<file path="config.mk">
export PLATFORM = sky130hd
export DESIGN_NAME = decode_stage_p
export DESIGN_NICKNAME = d
export VERILOG_FILES = /design/src/rtl/decode_stage_p.sv
export SDC_FILE = /design/constraint.sdc
export NUM_CORES = 2
export LEC_CHECK = 0
export CORE_ASPECT_RATIO = 1.25
export CORE_MARGIN = 2
export CORE_UTILIZATION = 45
export DETAILED_ROUTE_END_ITERATION = 8
export MAX_ROUTING_LAYER = met4
export PLACE_DENSITY = 0.73
export SLEW_MARGIN = 20
export SYNTH_ARGS = -nofsm -noshare
export SYNTH_HDL_FRONTEND = slang
export SYNTH_SLANG_ARGS = --single-unit
</file>
<file path="constraint.sdc">
create_clock -name clk -period 3.9 [get_ports clk]
set_input_delay 1.17 -clock clk [delete_from_list [all_inputs] [get_ports clk]]
set_output_delay 1.17 -clock clk [all_outputs]
set_load 0.05 [all_outputs]
</file>
<file path="src/rtl/decode_stage_p.sv">
// Decode stage: register file read plus ID/EX pipeline register with stall/flush.
// Optional same-cycle writeback bypass into operand reads: define DECODE_STAGE_BYPASS_EN.
module decode_stage_p #(
    parameter int XLEN   = 32,
    parameter int NREG   = 32,
    parameter int CTRL_W = 9
) (
    input  logic              clk,
    input  logic              rst,
    input  logic [31:0]       instr_d,
    input  logic              valid_d,
    input  logic [CTRL_W-1:0] ctrl_d,
    input  logic [XLEN-1:0]   imm_d,
    input  logic [XLEN-1:0]   pc_d,
    input  logic [XLEN-1:0]   pcplus4_d,
    input  logic              stall_d,
    input  logic              flush_e,
    input  logic              regwrite_w,
    input  logic [4:0]        rd_w,
    input  logic [XLEN-1:0]   result_w,
    output logic              valid_e,
    output logic [CTRL_W-1:0] ctrl_e,
    output logic [XLEN-1:0]   rd1_e,
    output logic [XLEN-1:0]   rd2_e,
    output logic [XLEN-1:0]   imm_e,
    output logic [XLEN-1:0]   pc_e,
    output logic [XLEN-1:0]   pcplus4_e,
    output logic [4:0]        rs1_e,
    output logic [4:0]        rs2_e,
    output logic [4:0]        rd_e
);

    localparam int         AW     = $clog2(NREG);
    localparam logic [5:0] NREG_L = 6'(NREG);

    logic [XLEN-1:0] rf_q [NREG];

    logic [4:0]      rs1_a, rs2_a, rd_a;
    logic            rf_we;
    logic [XLEN-1:0] rd1_rf, rd2_rf;
    logic            unused_instr;

    assign rs1_a        = instr_d[19:15];
    assign rs2_a        = instr_d[24:20];
    assign rd_a         = instr_d[11:7];
    assign unused_instr = ^{instr_d[31:25], instr_d[14:12], instr_d[6:0]};

    assign rf_we = regwrite_w && (rd_w != 5'd0) && ({1'b0, rd_w} < NREG_L);

    always_ff @(posedge clk or negedge rst) begin
        if (!rst) begin
            for (int i = 0; i < NREG; i++) rf_q[i] <= '0;
        end else if (rf_we) begin
            rf_q[rd_w[AW-1:0]] <= result_w;
        end
    end

    // x0 and out-of-range addresses read as zero
    always_comb begin
        rd1_rf = '0;
        rd2_rf = '0;
        if (rs1_a != 5'd0 && {1'b0, rs1_a} < NREG_L) rd1_rf = rf_q[rs1_a[AW-1:0]];
        if (rs2_a != 5'd0 && {1'b0, rs2_a} < NREG_L) rd2_rf = rf_q[rs2_a[AW-1:0]];
`ifdef DECODE_STAGE_BYPASS_EN
        if (rf_we && rd_w == rs1_a) rd1_rf = result_w;
        if (rf_we && rd_w == rs2_a) rd2_rf = result_w;
`endif
    end

    logic              valid_q, valid_d_n;
    logic [CTRL_W-1:0] ctrl_q, ctrl_dn;
    logic [XLEN-1:0]   rd1_q, rd1_dn, rd2_q, rd2_dn;
    logic [XLEN-1:0]   imm_q, imm_dn, pc_q, pc_dn, pc4_q, pc4_dn;
    logic [4:0]        rs1_q, rs1_dn, rs2_q, rs2_dn, rdx_q, rdx_dn;

    // Flush beats stall; an invalid slot never carries control bits
    always_comb begin
        valid_d_n = valid_q;
        ctrl_dn   = ctrl_q;
        rd1_dn    = rd1_q;
        rd2_dn    = rd2_q;
        imm_dn    = imm_q;
        pc_dn     = pc_q;
        pc4_dn    = pc4_q;
        rs1_dn    = rs1_q;
        rs2_dn    = rs2_q;
        rdx_dn    = rdx_q;
        if (flush_e) begin
            valid_d_n = 1'b0;
            ctrl_dn   = '0;
            rd1_dn    = '0;
            rd2_dn    = '0;
            imm_dn    = '0;
            pc_dn     = '0;
            pc4_dn    = '0;
            rs1_dn    = '0;
            rs2_dn    = '0;
            rdx_dn    = '0;
        end else if (!stall_d) begin
            valid_d_n = valid_d;
            ctrl_dn   = valid_d ? ctrl_d : '0;
            rd1_dn    = rd1_rf;
            rd2_dn    = rd2_rf;
            imm_dn    = imm_d;
            pc_dn     = pc_d;
            pc4_dn    = pcplus4_d;
            rs1_dn    = rs1_a;
            rs2_dn    = rs2_a;
            rdx_dn    = rd_a;
        end
    end

    always_ff @(posedge clk or negedge rst) begin
        if (!rst) begin
            valid_q <= 1'b0;
            ctrl_q  <= '0;
            rd1_q   <= '0;
            rd2_q   <= '0;
            imm_q   <= '0;
            pc_q    <= '0;
            pc4_q   <= '0;
            rs1_q   <= '0;
            rs2_q   <= '0;
            rdx_q   <= '0;
        end else begin
            valid_q <= valid_d_n;
            ctrl_q  <= ctrl_dn;
            rd1_q   <= rd1_dn;
            rd2_q   <= rd2_dn;
            imm_q   <= imm_dn;
            pc_q    <= pc_dn;
            pc4_q   <= pc4_dn;
            rs1_q   <= rs1_dn;
            rs2_q   <= rs2_dn;
            rdx_q   <= rdx_dn;
        end
    end

    assign valid_e   = valid_q;
    assign ctrl_e    = ctrl_q;
    assign rd1_e     = rd1_q;
    assign rd2_e     = rd2_q;
    assign imm_e     = imm_q;
    assign pc_e      = pc_q;
    assign pcplus4_e = pc4_q;
    assign rs1_e     = rs1_q;
    assign rs2_e     = rs2_q;
    assign rd_e      = rdx_q;

endmodule

</file>
==> results summary <==
The flow ran to the end, and the final reports show no timing, DRC or antenna violations. The remaining max-slew budget at the tightest pin is 0.253. The first global-routing pass estimated 293000 um of wire.

The buffer depth of the longest clock path is 3. The later-pin clock latency in the skew report came out at 0.77 ns. The CTS H-tree depth is 3. In this run the remaining antenna-violating nets after routing total 0.

The total leakage power came out at 0.0326 uW. The residual DRC count came out at 0. The vertical extent of the die is 422 um. The worst hold slack came out at 0.372 ns. The nature of the critical path startpoint is a flop.

The area growth from synthesis to final layout came out at 16.8%. The initial core utilization is 0.452. For this design, the slowest cell found on the critical path is sky130_fd_sc_hd__clkdlybuf4s50_1. The family with the most delay on the worst path is buffers and inverters. The arrival time at the worst endpoint is 2.29 ns. The overall overflow remaining after global route is 0.

The number of iterations in the first detailed-routing pass came out at 6. On the final layout, the worst clock skew is 0.0457 ns. IR analysis of the VDD net gives a maximum drop of 0.422 mV. The cell depth of the worst flop-to-flop path is 4.

Dividing total power by cell area gives a power density of 489 nW/um^2. The number of violations of the max-capacitance limit came out at 0. The library cell used most frequently in the layout, excluding fill and tap cells, is sky130_fd_sc_hd__dfrtp_1. The number of fill cells is 11.5k.

The per-cell routed wire length came out at 29.4 um. The buffers plus inverters on the worst setup path is 1. The achievable clock frequency came out at 289 MHz. The global placer's final weighted congestion is 0.903. Entering global routing, the biggest net connects 100 pins. The via count of the routed design is 42.5k. The overall power came out at 35900 uW. The most used flip-flop cell after synthesis is sky130_fd_sc_hd__dfrtp_1. The switching power as a share of total power came out at 0.282. The synthesized design contains 0 enable-type register cells. The timing startpoint of the critical path is rd1_e[16]. In the global route stage, overall resource usage came out at 0.282. The post-detailed-routing wire length came out at 198000 um.

The top cell types in the final layout, fill and taps aside, are sky130_fd_sc_hd__dfrtp_1 (1209), sky130_fd_sc_hd__mux2_2 (1180), sky130_fd_sc_hd__mux2i_1 (501). The startpoint identified for the worst register-to-register timing path is rf_q[723]. In this run the critical register-to-register path is captured at rd2_e[19]. The number of pins exceeding their max-slew limit in the final report is 0. The minimum clock period after layout is 3.46 ns. The highest fanout seen on the critical path came out at 2. The min-delay analysis places its worst path in the category in2async.

The total nets after synthesis is 4717. Of the total power, the clock network draws 0.340. The number of library cell types mapped by synthesis came out at 37. The count of endpoints failing hold in the final timing report is 0. The critical path is of the reg2out type.

The critical path capture point type is an output pin. The mean cell area of the mapped netlist is 13.9 sq um. The portion of total power attributed to sequential cells came out at 0.453. The switching component of the power came out at 10100 uW. Setup repair after global routing left no endpoint under its margin. The die area came out at 143000 sq um.

The area of all placed cells without fillers is 73400 sq um. The async set-reset flop share out of synthesis came out at 1.00. The number of cell rows is 153. The number of vias per cell after detailed routing is 6.32. TritonCTS created 120 clock buffers. The chip width came out at 338 um. Once placement finished, the instance area stood at 69300 sq um. The first routing iteration left 3729 violations.

At the worst endpoint, the required time is 2.73 ns. The number of antenna violations at the first check in global routing was 12. TritonCTS built the clock tree. For this run, the register share of the synthesized area comes to 0.481. The number of sinks driven by the clock tree is 1209.

The worst-case register-to-register setup slack is 1.75 ns. The transition time at the pin with the least slew margin is 1.12 ns. The area inside the core boundary came out at 139000 sq um. The count of synthesis-stage warnings from yosys came out at 0. The number of flip-flops and latches in the synthesized netlist is 1209. The cell sitting at the root of the clock tree is a sky130_fd_sc_hd__clkbuf_16.

After clock tree synthesis, the repair step resized 0 gates. The total of hold buffers inserted after clock tree synthesis is 0. The post-CTS repair timing setup buffer count came out at 0. The fraction of power consumed by combinational cells came out at 0.207. In the finished design, the share of the clock period the worst path needs comes to 0.888. Traced cell by cell, the critical path runs through clkdlybuf4s50_1. The setup-violating endpoint count in the final report came out at 0. The delay of the slowest cell on the worst path came out at 1.01 ns. The count of input and output buffers is 347. Detailed placement finished with a half-perimeter wire length of 125000 um. The number of instances in the synthesized netlist came out at 4537. The net count of the finished layout came out at 4949. Summing every instance area after synthesis gives 62900 sq um. After routing, the total negative slack on setup checks comes to 0 ns. Of the cells placed in the final design, the portion with a size suffix greater than 1 is 0.416. The clock edge transition at the registers on the reported setup and hold paths is 0.06 ns. The via count of the first global-routing pass is 43.6k. The internal cell power came out at 25800 uW.

The total I/O pin count came out at 365.
==> power by group through the flow <==
stage / sequential (uW) / clock, uW / combinational, uW
after floorplan: 16300 / 0 / 5080
after global placement: 16200 / 0 / 7210
after detailed placement: 16400 / 0 / 7410
after CTS: 16200 / 12300 / 7450
after global routing: 16500 / 12900 / 7920
final: 16300 / 12200 / 7430
==> cells by family (layout without fill, tap and decap cells) <==
logic type | count (synthesis) | after routing | synth area share
flops | 1209 | 1209 | 0.481
buf+inv | 491 | 823 | 0.0411
simple gates | 318 | 318 | 0.0229
other cells | 0 | 7 | 0
mux | 1937 | 1937 | 0.384
compound gates | 582 | 582 | 0.0711
==> layer usage <==
metal | vias to the layer above | global-route usage | share of wire
met5 | - | - | 0
met4 | 0 | 0.119 | 0.044
met3 | 463 | 0.0567 | 0.084
met2 | 1991 | 0.440 | 0.47
met1 | 22500 | 0.359 | 0.40
li1 | 17600 | - | -
==> state kept, by name (all words and copies together), names as in the netlist <==
register	flops
ctrl_e	9
imm_e	32
pc_e	32
pcplus4_e	32
rd1_e	32
rd2_e	32
rd_e	5
rf_q	1024
rs1_e	5
rs2_e	5
valid_e	1
==> cells in the mapped netlist, types with 3 or more instances <==
cell | number | area (sq um)
sky130_fd_sc_hd__a211oi_1 | 62 | 465
sky130_fd_sc_hd__a21oi_1 | 190 | 951
sky130_fd_sc_hd__a221oi_1 | 27 | 236
sky130_fd_sc_hd__a221oi_2 | 35 | 526
sky130_fd_sc_hd__a22o_1 | 9 | 78.8
sky130_fd_sc_hd__a22oi_1 | 130 | 976
sky130_fd_sc_hd__and2_1 | 3 | 18.8
sky130_fd_sc_hd__buf_1 | 63 | 236
sky130_fd_sc_hd__buf_12 | 8 | 160
sky130_fd_sc_hd__buf_2 | 66 | 330
sky130_fd_sc_hd__buf_4 | 25 | 188
sky130_fd_sc_hd__buf_6 | 50 | 563
sky130_fd_sc_hd__buf_8 | 5 | 75.1
sky130_fd_sc_hd__clkbuf_1 | 274 | 1030
sky130_fd_sc_hd__dfrtp_1 | 1209 | 30300
sky130_fd_sc_hd__mux2_2 | 1180 | 13300
sky130_fd_sc_hd__mux2i_1 | 501 | 5010
sky130_fd_sc_hd__mux4_1 | 13 | 342
sky130_fd_sc_hd__mux4_2 | 243 | 5470
sky130_fd_sc_hd__nand2_1 | 90 | 338
sky130_fd_sc_hd__nand2b_1 | 4 | 25.0
sky130_fd_sc_hd__nand3_1 | 6 | 30.0
sky130_fd_sc_hd__nand3b_1 | 6 | 45.0
sky130_fd_sc_hd__nor2_1 | 133 | 499
sky130_fd_sc_hd__nor2b_1 | 67 | 419
sky130_fd_sc_hd__nor3b_1 | 4 | 30.0
sky130_fd_sc_hd__o22ai_1 | 62 | 388
sky130_fd_sc_hd__o41ai_1 | 26 | 228
sky130_fd_sc_hd__o41ai_2 | 36 | 586
==> per-stage QoR <==
| stage | util | std cells | setup WS (ns) |
|---|---|---|---|
| 2_1_floorplan | - | 4537 | 1.10 |
| 3_3_place_gp | 0.499 | 6507 | 0.306 |
| 3_5_place_dp | 0.499 | 6507 | 0.236 |
| 4_1_cts | 0.529 | 6729 | 0.399 |
| 5_1_grt | 0.528 | 6735 | 0.426 |
| 6_report | 0.528 | 6736 | 0.437 |
==> how the worst max path moves through the flow <==
stage	endpoint	slack (ns)	depth (start not counted)
final	rd1_e[16]	0.44	1
after global routing	rd1_e[16]	0.43	1
after CTS	rd1_e[16]	0.40	1
after detailed placement	rf_q[818]	0.24	5
after global placement	rf_q[449]	0.31	5
after floorplan	rd1_e[14]	1.10	6
==> final cells by class <==
class | count | area [sq um] | share of cell area
timing repair buffer | 601 | 6380 | 0.0869
clock buffer | 171 | 3510 | 0.0478
antenna | 7 | 17.5 | 0.000239
clock inverter | 51 | 652 | 0.00888
multi-input combinational | 2837 | 30300 | 0.412
tap | 1860 | 2330 | 0.0317
sequential | 1209 | 30300 | 0.412
Note: power is estimated with default switching activity, not from simulation.
